File: src/rtl/opg_rx_checker_pkg.sv
// opg_rx_checker_pkg: scrambler geometry, default frame length and FSM encodings shared by the OPG checker
package opg_rx_checker_pkg;

    localparam int OPG_LFSR_W    = 7;
    localparam int OPG_TAP_A     = 6;
    localparam int OPG_TAP_B     = 3;
    localparam int OPG_FRAME_LEN = 127;

    localparam logic [2:0] S_IDLE  = 3'd0;
    localparam logic [2:0] S_REQ   = 3'd1;
    localparam logic [2:0] S_SYNC  = 3'd2;
    localparam logic [2:0] S_CHECK = 3'd3;
    localparam logic [2:0] S_FIN   = 3'd4;

endpackage

File: src/rtl/opg_rx_checker_lfsr.sv
// prbs7_lfsr: x^7+x^4+1 shift register that either loads serial data or free-runs on its own prediction
module prbs7_lfsr
    import opg_rx_checker_pkg::*;
#(
    parameter int W  = OPG_LFSR_W,
    parameter int TA = OPG_TAP_A,
    parameter int TB = OPG_TAP_B
)(
    input  logic i_clk,
    input  logic i_rst_n,
    input  logic i_en,
    input  logic i_load,
    input  logic i_di,
    output logic o_exp
);

    logic [W-1:0] r_sr;
    logic         w_in;

    assign o_exp = r_sr[TA] ^ r_sr[TB];
    assign w_in  = i_load ? i_di : o_exp;

    // shift lsb-in: received bit while synchronising, predicted bit while checking
    always_ff @(posedge i_clk or negedge i_rst_n) begin
        if (!i_rst_n) r_sr <= '0;
        else if (i_en) r_sr <= {r_sr[W-2:0], w_in};
    end

endmodule

File: config.mk
export PLATFORM = sky130hd
export DESIGN_NAME = prbs7_lfsr
export DESIGN_NICKNAME = d
export VERILOG_FILES = /design/src/rtl/opg_rx_checker_pkg.sv /design/src/rtl/opg_rx_checker_lfsr.sv
export SDC_FILE = /design/constraint.sdc
export NUM_CORES = 1
export LEC_CHECK = 0
export ABC_AREA = 1
export BUFFER_PORTS_ARGS = -buffer_cell sky130_fd_sc_hd__buf_2
export CELL_PAD_IN_SITES_DETAIL_PLACEMENT = 0
export CELL_PAD_IN_SITES_GLOBAL_PLACEMENT = 1
export CORE_AREA = 4 4 41 43
export DETAILED_ROUTE_END_ITERATION = 8
export DIE_AREA = 0 0 45 47
export GPL_ROUTABILITY_DRIVEN = 0
export PLACE_DENSITY_LB_ADDON = 0.1
export REMOVE_ABC_BUFFERS = 1
export SLEW_MARGIN = 5
export SYNTH_ARGS = -nofsm -noshare
export SYNTH_HDL_FRONTEND = slang
export SYNTH_SLANG_ARGS = --single-unit
File: constraint.sdc
create_clock -name i_clk -period 1.8 [get_ports i_clk]
set_input_delay 0.36 -clock i_clk [delete_from_list [all_inputs] [get_ports i_clk]]
set_output_delay 0.36 -clock i_clk [all_outputs]
set_load 0.1 [all_outputs]
==> load_flow_metrics.sql <==
INSERT INTO impl_metrics (metric_group, metric, value, unit) VALUES
('global_routing', 'grt_antenna_before_repair', '0', ''),
('worst_setup_path', 'regToRegStartpoint', 'r_sr[3]$_DFFE_PN0P_', ''),
('detailed_routing', 'totalWireLength', '612', 'microns'),
('outcome', 'status', 'finished, final reports clean', ''),
('power', 'peakVddDrop', '389', 'uV'),
('worst_setup_path', 'worstSetupStartpoint', 'r_sr[3]$_DFFE_PN0P_', ''),
('clocking', 'tritoncts.num_buffers', '3', ''),
('sta', 'fin_worst_skew', '0.000585', 'ns'),
('global_routing', 'vias_in_the_first_global_route', '265', ''),
('synthesis', 'syn_area', '304', 'sq um'),
('worst_setup_path', 'critPathCapture', 'o_exp', ''),
('sta', 'finalCriticalPeriod', '1.63', 'ns'),
('synthesis', 'synth_seq_area_share', '57.6', '%'),
('clocking', 'h-tree-depth', '1', ''),
('layout', 'reg.largest.list', 'r_sr x7', ''),
('worst_setup_path', 'worst_ep_required_time', '1.44', 'ns'),
('detailed_routing', 'postRouteAntennaNets', '0', ''),
('detailed_routing', 'route.detailed.wl_per_inst', '10.4', 'microns'),
('clocking', 'cts.reportedPaths.clkPinSlew', '0.05', 'ns'),
('synthesis', 'synthDominantAreaCellType', 'dfrtp_1', ''),
('die', 'placementRows', '13', ''),
('layout', 'final_cell_count_no_fill', '59', ''),
('synthesis', 'synth_simple_gate_area_share', '19.8', '%'),
('detailed_routing', 'sum_of_met2_wire_segment_lengths_after_detailed_routing', '283', 'microns'),
('synthesis', 'synth-seq-cells', '7', ''),
('layout', 'max_reg_flops', '7', ''),
('detailed_routing', 'detail_route.first_pass.iterations', '2', ''),
('power', 'leakage', '0.191', 'nW'),
('clocking', 'cts_resized', '0', ''),
('synthesis', 'synth_top_family_by_area', 'simple AND/OR/NAND/NOR gates', ''),
('die', 'die-area', '2120', 'sq um'),
('layout', 'proportion_of_layout_cells_with_a_drive_suffix_above_1', '22.7', '%'),
('global_routing', 'grt_remaining_overflow', '0', ''),
('detailed_routing', 'num_vias', '252', ''),
('layout', 'max_flop_register', 'r_sr', ''),
('worst_setup_path', 'r2r_slack', '0.99', 'ns'),
('detailed_routing', 'drt-met1-wl', '274', 'microns'),
('power', 'power.density', '1190', 'nW/um^2'),
('detailed_routing', 'detail_route.iter0.violations', '1', ''),
('sta', 'fmaxAchievable', '612', 'MHz'),
('clocking', 'cts-root-to-sink-buffers', '2', ''),
('worst_setup_path', 'worstRegToRegCells', '5', ''),
('worst_setup_path', 'crit_path_end_kind', 'output pin', ''),
('die', 'core_region_area', '1300', 'sq um'),
('sta', 'report.final.setup_viol', '0', ''),
('synthesis', 'netlist-cell-type-count', '10', ''),
('synthesis', 'synthesized_area_divided_by_synthesized_cell_count', '8.69', 'sq um'),
('synthesis', 'synth_largest_type_area_fraction', '57.6', '%'),
('die', 'die_width', '45', 'microns'),
('hold_path', 'min-delay-path-class', 'in -> reg', ''),
('synthesis', 'synth_adder_area_share', '0', '%'),
('worst_setup_path', 'critPathArrivalTime', '1.27', 'ns'),
('placement', 'dp_cells', '54', ''),
('synthesis', 'synth.area.mux_share', '0', '%'),
('worst_setup_path', 'reg2reg_to', 'r_sr[0]$_DFFE_PN0P_', ''),
('die', 'initial_utilization', '23.4', '%'),
('sta', 'fraction_of_the_cycle_the_final_worst_path_needs', '90.7', '%'),
('layout', 'layout_common_cells', 'nand2_1, dfrtp_1, inv_1, buf_2, o21ai_0', ''),
('detailed_routing', 'avgViaCountPerCell', '4.27', ''),
('clocking', 'tritoncts', 'yes', ''),
('sta', 'hold_viol', '0', ''),
('sta', 'final_layout_setup_total_negative_slack', '0', 'ns'),
('synthesis', 'synthTopCellsByArea', 'dfrtp_1, nand2_1, o21ai_0', ''),
('worst_setup_path', 'critical_path_class', 'reg -> out', ''),
('synthesis', 'syn-instance-count', '35', ''),
('layout', 'num_antenna_cells', '0', ''),
('global_routing', 'first_pass_grt_wire_length', '1070', 'microns'),
('die', 'pin_count', '6', ''),
('sta', 'timing_max_transition_violations_final', '0', ''),
('detailed_routing', 'met3WireLength', '44', 'microns'),
('placement', 'io_buffers', '5', '');
## worst min-delay path by stage
stage | slack, ns | start | to
finish | 0.44 | i_load | r_sr[0]$_DFFE_PN0P_
global route | 0.47 | i_en | r_sr[4]$_DFFE_PN0P_
CTS | 0.45 | i_di | r_sr[0]$_DFFE_PN0P_
detailed placement | 0.20 | i_rst_n | r_sr[2]$_DFFE_PN0P_
global placement | 0.20 | i_rst_n | r_sr[0]$_DFFE_PN0P_
floorplan | 0.06 | i_rst_n | r_sr[0]$_DFFE_PN0P_
## area by class of cell
cell class	count	area (sq um)
sequential	7	175
fill	155	928
tap	15	18.8
multi-input combinational	21	90.1
timing repair buffer	6	35.0
inverter	6	27.5
clock buffer	4	26.3
## where the power goes
part | internal, mW | switching [mW]
Clock | 0.0847 | 0.0600
Combinational | 0.0249 | 0.0804
Sequential | 0.183 | 0.0118
Total | 0.292 | 0.152
## Yosys cell counts
cell and number:
nand2_1 12, dfrtp_1 7, inv_1 5, o21ai_0 4, o21ai_1 2, buf_6 1
inv_6 1, nand3_1 1, nor2_1 1, nor2_2 1
## cell families after synthesis
| group | Yosys count |
|---|---|
| and+or+nand+nor | 15 |
| buffers and inverters | 7 |
| AOI/OAI and AO/OA | 6 |
| DFF | 7 |
## per-stage QoR
stage	total power [mW]	instance area, sq um	hold WS (ns)	worst slack [ns]
after floorplan	0.275	293	0.0644	0.310
after global placement	0.299	337	0.199	0.461
after detailed placement	0.302	337	0.203	0.435
after CTS	0.454	373	0.452	0.154
after global routing	0.476	373	0.469	0.109
final	0.444	373	0.441	0.167
## worst max-delay path: stages (launching register included)
cell     delay, ns
dfrtp_1       0.39
inv_1         0.08
nand2_1       0.07
nand2_1       0.06
buf_2         0.42
## per-layer routing
layer,vias up,track usage (%)
met2,7,10.5
li1,124,-
met4,0,7.02
met5,-,0
met1,119,8.58
met3,2,2.68
## repair_timing
action / CTS / global route
endpoints found under the hold margin: 7 / 0
hold buffers: 1 / 0
endpoints found under the setup margin: 0 / 0
buffers inserted: 0 / 0
(Power assumes the default switching activity.)
